### config.mk
export PLATFORM = sky130hd
export DESIGN_NAME = wrr_arb
export DESIGN_NICKNAME = d
export VERILOG_FILES = /design/src/rtl/wrr_arb.sv
export SDC_FILE = /design/constraint.sdc
export NUM_CORES = 1
export LEC_CHECK = 0
export ABC_AREA = 1
export ABC_CLOCK_PERIOD_IN_PS = 4600
export BUFFER_PORTS_ARGS = -buffer_cell sky130_fd_sc_hd__buf_4
export CAP_MARGIN = 15
export CORE_MARGIN = 1.5
export CORE_UTILIZATION = 57
export DETAILED_ROUTE_END_ITERATION = 8
export MAX_ROUTING_LAYER = met4
export PLACE_DENSITY = 0.84
export SLEW_MARGIN = 20
export SYNTH_ARGS = -nofsm -noshare
export SYNTH_HDL_FRONTEND = slang
export SYNTH_SLANG_ARGS = --single-unit
### constraint.sdc
create_clock -name clk -period 4.6 [get_ports clk]
set_input_delay 0 -clock clk [delete_from_list [all_inputs] [get_ports clk]]
set_output_delay 0 -clock clk [all_outputs]
set_load 0.005 [all_outputs]
### src/rtl/wrr_arb.sv
// wrr_arb: weighted round-robin arbiter with registered one-hot grant and per-requester burst quota.
// Define WRR_ARB_LOCK_EN to add lock_i, which holds the current owner past its quota.
module wrr_arb #(
  parameter int RWID = 4,
  parameter int WWID = 4,
  parameter int IDW  = (RWID > 1) ? $clog2(RWID) : 1
) (
  input  logic                 clk,
  input  logic                 reset,
`ifdef WRR_ARB_LOCK_EN
  input  logic                 lock_i,
`endif
  input  logic [RWID-1:0]      req_i,
  input  logic [RWID*WWID-1:0] weight_i,
  output logic [RWID-1:0]      gnt_o,
  output logic [IDW-1:0]       gnt_id_o,
  output logic                 gnt_vld_o
);
  typedef enum logic {IDLE, GRANT} state_t;
  state_t state, state_n;
  logic [IDW-1:0] ptr, ptr_n, win, id_n;
  logic [WWID-1:0] cnt, cnt_n;
  logic [RWID-1:0] gnt_n;
  logic hit, grant, lock;
`ifdef WRR_ARB_LOCK_EN
  assign lock = lock_i;
`else
  assign lock = 1'b0;
`endif
  assign gnt_vld_o = |gnt_o;
  // circular first-set search starting at ptr; ptr is always owner+1, so this also skips past the owner
  always_comb begin
    win = '0;
    hit = 1'b0;
    for (int i = 0; i < RWID; i++)
      if (!hit && req_i[(int'(ptr) + i) % RWID]) begin
        hit = 1'b1;
        win = IDW'((int'(ptr) + i) % RWID);
      end
  end
  always_comb begin
    state_n = state;
    ptr_n = ptr;
    cnt_n = cnt;
    gnt_n = gnt_o;
    id_n = gnt_id_o;
    grant = 1'b0;
    if (state == IDLE)
      grant = hit;
    else if (req_i[gnt_id_o] && (cnt != '0 || lock))
      cnt_n = (cnt != '0) ? cnt - WWID'(1) : cnt;
    else if (hit)
      grant = 1'b1;
    else begin
      state_n = IDLE;
      gnt_n = '0;
    end
    if (grant) begin
      state_n = GRANT;
      ptr_n = (win == IDW'(RWID - 1)) ? '0 : win + IDW'(1);
      cnt_n = weight_i[win*WWID +: WWID];
      gnt_n = RWID'(1) << win;
      id_n = win;
    end
  end
  always_ff @(posedge clk)
    if (!reset) begin
      state <= IDLE;
      ptr <= '0;
      cnt <= '0;
      gnt_o <= '0;
      gnt_id_o <= '0;
    end else begin
      state <= state_n;
      ptr <= ptr_n;
      cnt <= cnt_n;
      gnt_o <= gnt_n;
      gnt_id_o <= id_n;
    end
endmodule

# Word-level counts from Yosys, hierarchy flattened

Cells that the tools add are included.

Flip-flop bits (word level): 13
Latch bits: 0
RAM bits: 0
Bits in read-only memories: 0
Input bits: 22
Logic and storage cells: 76
Memories: 0

Add/sub/neg operators: 5
Multipliers: 0
Divide/modulo/power cells: 0
Magnitude comparators: 5
Equality and inequality tests: 3
Shifts and indexed selects: 2
Muxes and demuxes: 36
Bitwise operators: 3
Reduce and logical (&&, ||, !) cells: 17

Operators with widths:

| operator                                                   | number |
|---|---|
| two-way mux 4 bit                                          | 8 |
| two-way mux 1 bit                                          | 18 |
| variable part select 16 x 5 -> 4 bit                       | 1 |
| less-than comparator 3 x 4 -> 1 bit, second input constant | 3 |
| binary-select mux 1 bit (select 2 bit)                     | 5 |
| two-way mux 2 bit                                          | 5 |
| less-than comparator 2 x 3 -> 1 bit, second input constant | 2 |
| AND reduction 3 bit                                        | 2 |
| nonzero test 2 bit                                         | 3 |
| OR reduction 2 bit                                         | 3 |
| adder 2 x 1 -> 2 bit, second input constant                | 2 |
| adder 2 bit, second input constant                         | 2 |
| logical AND 1 bit                                          | 4 |
| nonzero test 4 bit                                         | 1 |
| OR reduction 4 bit                                         | 1 |
| << shifter 1 x 2 -> 4 bit, first input constant            | 1 |
| subtractor 4 x 1 -> 4 bit, second input constant           | 1 |
| AND 1 bit, first input constant                            | 3 |
| zero test 1 bit                                            | 3 |
| equality test 2 bit, second input constant                 | 1 |
| inequality test 2 x 1 -> 1 bit, second input constant      | 1 |
| inequality test 2 bit, second input constant               | 1 |

# Longest topological paths before layout

Depth after elaboration: 19
Gate-level depth with buffers: 15
Mapped depth without buffers: 15

# Worst setup path after synthesis

No wires, ideal clock.

Path type: register -> register
Start point: register ptr[0]
End point: register ptr[1]
Setup time: 0.119 ns
Arrival: 1.712 ns
Required time: 4.481 ns
Setup slack: 2.768 ns
Stages on the path, launching flop included: 13
Path buffers: 0
Cells stage by stage: dfxtp_1 inv_2 nand2_1 nand2_4 nand2_2 inv_1 a21boi_0 nand3_2 nand2_2 inv_1 ha_1 o21ai_0 a21oi_1

Elaborated cells on any way between the ends: 34

RTL lines:

| what                                                                           | line   | source |
|---|---|---|
| start: declaration                                                             | 21     | `logic [IDW-1:0] ptr, ptr_n, win, id_n;` |
| start signal: assignment                                                       | 75     | `ptr <= ptr_n;` |
| adder 2 x 1 -> 2 bit or binary-select mux 1 bit (select 2 bit) (tied branches) | 36, 38 |  |
| binary-select mux 1 bit (select 2 bit) or two-way mux 1 bit (tied branches)    | 36     | `if (!hit && req_i[(int'(ptr) + i) % RWID]) begin` |
| two-way mux 1 bit (not written as such)                                        | 36     |  |
| two-way mux 1 bit (not written as such) or zero test 1 bit (tied branches)     | 36     |  |
| logical AND 1 bit                                                              | 36     |  |
| two-way mux 1 bit                                                              | 36     |  |
| zero test 1 bit                                                                | 36     |  |
| logical AND 1 bit                                                              | 36     |  |
| two-way mux 1 bit                                                              | 36     |  |
| zero test 1 bit                                                                | 36     |  |
| logical AND 1 bit                                                              | 36     |  |
| two-way mux 2 bit *                                                            | 36     |  |
| via win[1]                                                                     | 21     |  |
| adder 2 x 1 -> 2 bit or equality test 2 bit (tied branches)                    | 60     | `ptr_n = (win == IDW'(RWID - 1)) ? '0 : win + IDW'(1);` |
| two-way mux 2 bit *                                                            | 60     |  |

The timed path passes the listed nets; every way through them passes the cells marked *. The select of a mux whose other input is x is not followed.
A chain may end at the register's enable or synchronous reset.

# Worst setup path in the final report

Same ends and word-level chain as after synthesis.

==> metrics.cfg <==
[clock_tree]
cts.clk_slew.worst_paths_ps=80
cts_tree=done
clock_sinks=13
clk_latency_ps=290
numCtsBuffers=3
ctsResizeCount=0
cts_hold_buf=0
htree_levels=1
post-cts-setup-buffer-count=0
cts_root_buf=clkbuf_4
clk_path_buf_depth=2

[setup_path]
cp-end-kind=flop
cp.arrival_ps=2510
regToRegSetupSlack_ps=2270
path_max_fanout=12
r2r_end=ptr[1]
critPathLaunch=ptr[0]
critPathKind=reg2reg
critPathLaunchType=flop
timing.rr.start=ptr[0]
reg2reg_depth=12
required_ps=4780
endpoint=ptr[1]

[grt]
grt_pass1_vias=1198
grt_overflow=0
grt_max_degree=13
grt_usage=0.264
antenna_found_initial=0
grt_pass1_wl_mm=4.84

[layout]
final_cell_mix=nand2_1 (57), buf_4 (28), inv_1 (23), nand3_1 (16), dfxtp_1 (13)
nFillCells=181
final_common_cell=nand2_1
postLayoutCellArea_mm2=0.00145
area_growth_pct=21.4
antenna_cells=0
drive_gt1_frac=0.289
nNetsFinal=239
final_core_util=0.739

[run_status]
status=finished, final reports clean

[floorplanning]
die_area_mm2=0.00238
start_util=0.608
ios=29
fp.dieH_um=48.8
die_x_um=48.8
rows=16
core_mm2=0.00196

[timing]
setup_viol=0
skew_ps=1.70
fmaxAchievable_ghz=0.430
relSlewSlack=0.680
worst_slew_pin_slew_ps=480
setup_ws_ps=2270
fin_crit_ps=2330
slew_viol_final=0
setup-tns-final_ps=0
hold_viol_final=0
timing.final.crit_share=0.505
rsz0062_at_grt=false

[route]
dr.pass1.iters=4
routedWlPerCell_um=12.3
routed_wl_mm=2.93
drtIter0Drc=34
viasPerCell=5.16
ant_nets=0
drc_errors=0
vias=1228

[pwr]
finalPower_mw=1.07
p_leak_nw=0.792
power_density_mw_per_mm2=740
max-vdd-ir-drop_mv=0.486

[hold_path]
min_path_type=in2reg

[synthesis]
ys_ff_latch=13
synth-seq-area-share=0.218
synth_fp_nets=208
synth_cell_types=31
syn_area_mm2=0.00119
ys_warn_count=0
synth_cells=181
synth.avg_cell_area_um2=6.59

[place]
routabilityCongestion=0.898
place_hpwl_mm=2.35
place.port_buffers=28
placed_area_mm2=0.00142
place_ws_ps=2310

[run]
maxCapViolCount=0

## worst max-delay path, cell delays in order (launching register included)
cell     delay [ps]
dfxtp_1         630
inv_2           150
nand2_1         140
nand2_4          80
nand2_2          90
nand2_4          70
nor2_8          130
nand4_2         140
nand2_2         180
inv_1           100
ha_1            290
o21ai_0         150
a21oi_1          50
## report_power, final
group / total [mW] / internal [mW] / switching [mW]
logic: 0.793 / 0.292 / 0.501
registers: 0.203 / 0.158 / 0.0449
clock network: 0.0757 / 0.0338 / 0.0419
total: 1.07 / 0.484 / 0.588
## per-stage QoR
stage / hold slack (ps) / std cells
final: 2.84 / 238
after floorplan: 231 / 181
after global placement: 302 / 234
after CTS: 11.3 / 238
after global routing: 29.8 / 238
after detailed placement: 304 / 234
## layout make-up
type / instances / area, um2 / share of cell area
flip-flops and latches: 13 / 260 / 0.180
inverters: 28 / 110 / 0.0760
well taps: 27 / 33.8 / 0.0233
repair buffers: 28 / 210 / 0.145
clock buffers: 4 / 26.3 / 0.0181
multi-input cells: 138 / 808 / 0.558
## flip-flops by register name (all words and copies together), names as in the netlist
name,cells
cnt,4
state,1
gnt_id_o,2
ptr,2
gnt_o,4
## worst min path at each step
stage | from | end | slack [ps] | cells after the start
after floorplan | weight_i[5] | cnt[1] | 230 | 4
after global placement | reset | state | 300 | 3
after detailed placement | reset | state | 300 | 3
after CTS | reset | state | 10 | 3
after global routing | reset | cnt[3] | 30 | 3
final | reset | gnt_id_o[1] | 3 | 3
## cells in the mapped netlist
cell | n | area (um2)
a21boi_0 | 2 | 15.0
a21oi_1 | 9 | 45.0
a21oi_2 | 1 | 8.76
a31oi_1 | 1 | 6.26
buf_6 | 1 | 11.3
clkbuf_1 | 1 | 3.75
dfxtp_1 | 13 | 260
ha_1 | 5 | 62.6
inv_1 | 23 | 86.3
inv_2 | 4 | 15.0
inv_6 | 1 | 8.76
nand2_1 | 57 | 214
nand2_2 | 8 | 50.1
nand2_4 | 5 | 56.3
nand2_8 | 1 | 20.0
nand3_1 | 16 | 80.1
nand3_2 | 3 | 30.0
nand3_4 | 1 | 17.5
nand3b_1 | 2 | 15.0
nand3b_4 | 1 | 20.0
nand4_2 | 1 | 12.5
nor2_1 | 7 | 26.3
nor2_2 | 1 | 6.26
nor2_4 | 1 | 11.3
nor2_8 | 1 | 20.0
o211ai_1 | 1 | 7.51
o21ai_0 | 8 | 40.0
o21ai_1 | 2 | 10.0
o21ai_2 | 1 | 8.76
or4_1 | 1 | 7.51
xor2_1 | 2 | 17.5
## metal layers
| layer | vias to the layer above | GRT usage | share of wire |
|---|---|---|---|
| li1 | 640 | - | - |
| met1 | 553 | 0.276 | 0.42 |
| met2 | 30 | 0.518 | 0.54 |
| met3 | 5 | 0.0278 | 0.030 |
| met4 | 0 | 0.0714 | 0.013 |
| met5 | - | - | 0 |
## cells by family (layout without fill, tap and decap cells)
kind of cell / Yosys count / after routing / share of synthesized area
AOI/OAI and AO/OA: 25 / 25 / 0.118
adders and majority gates: 5 / 5 / 0.0524
and+or+nand+nor: 106 / 106 / 0.492
DFF: 13 / 13 / 0.218
xor gates and xnor gates: 2 / 2 / 0.0147
buffers and inverters: 30 / 60 / 0.105
No activity file was read; power rests on OpenSTA's default activity.
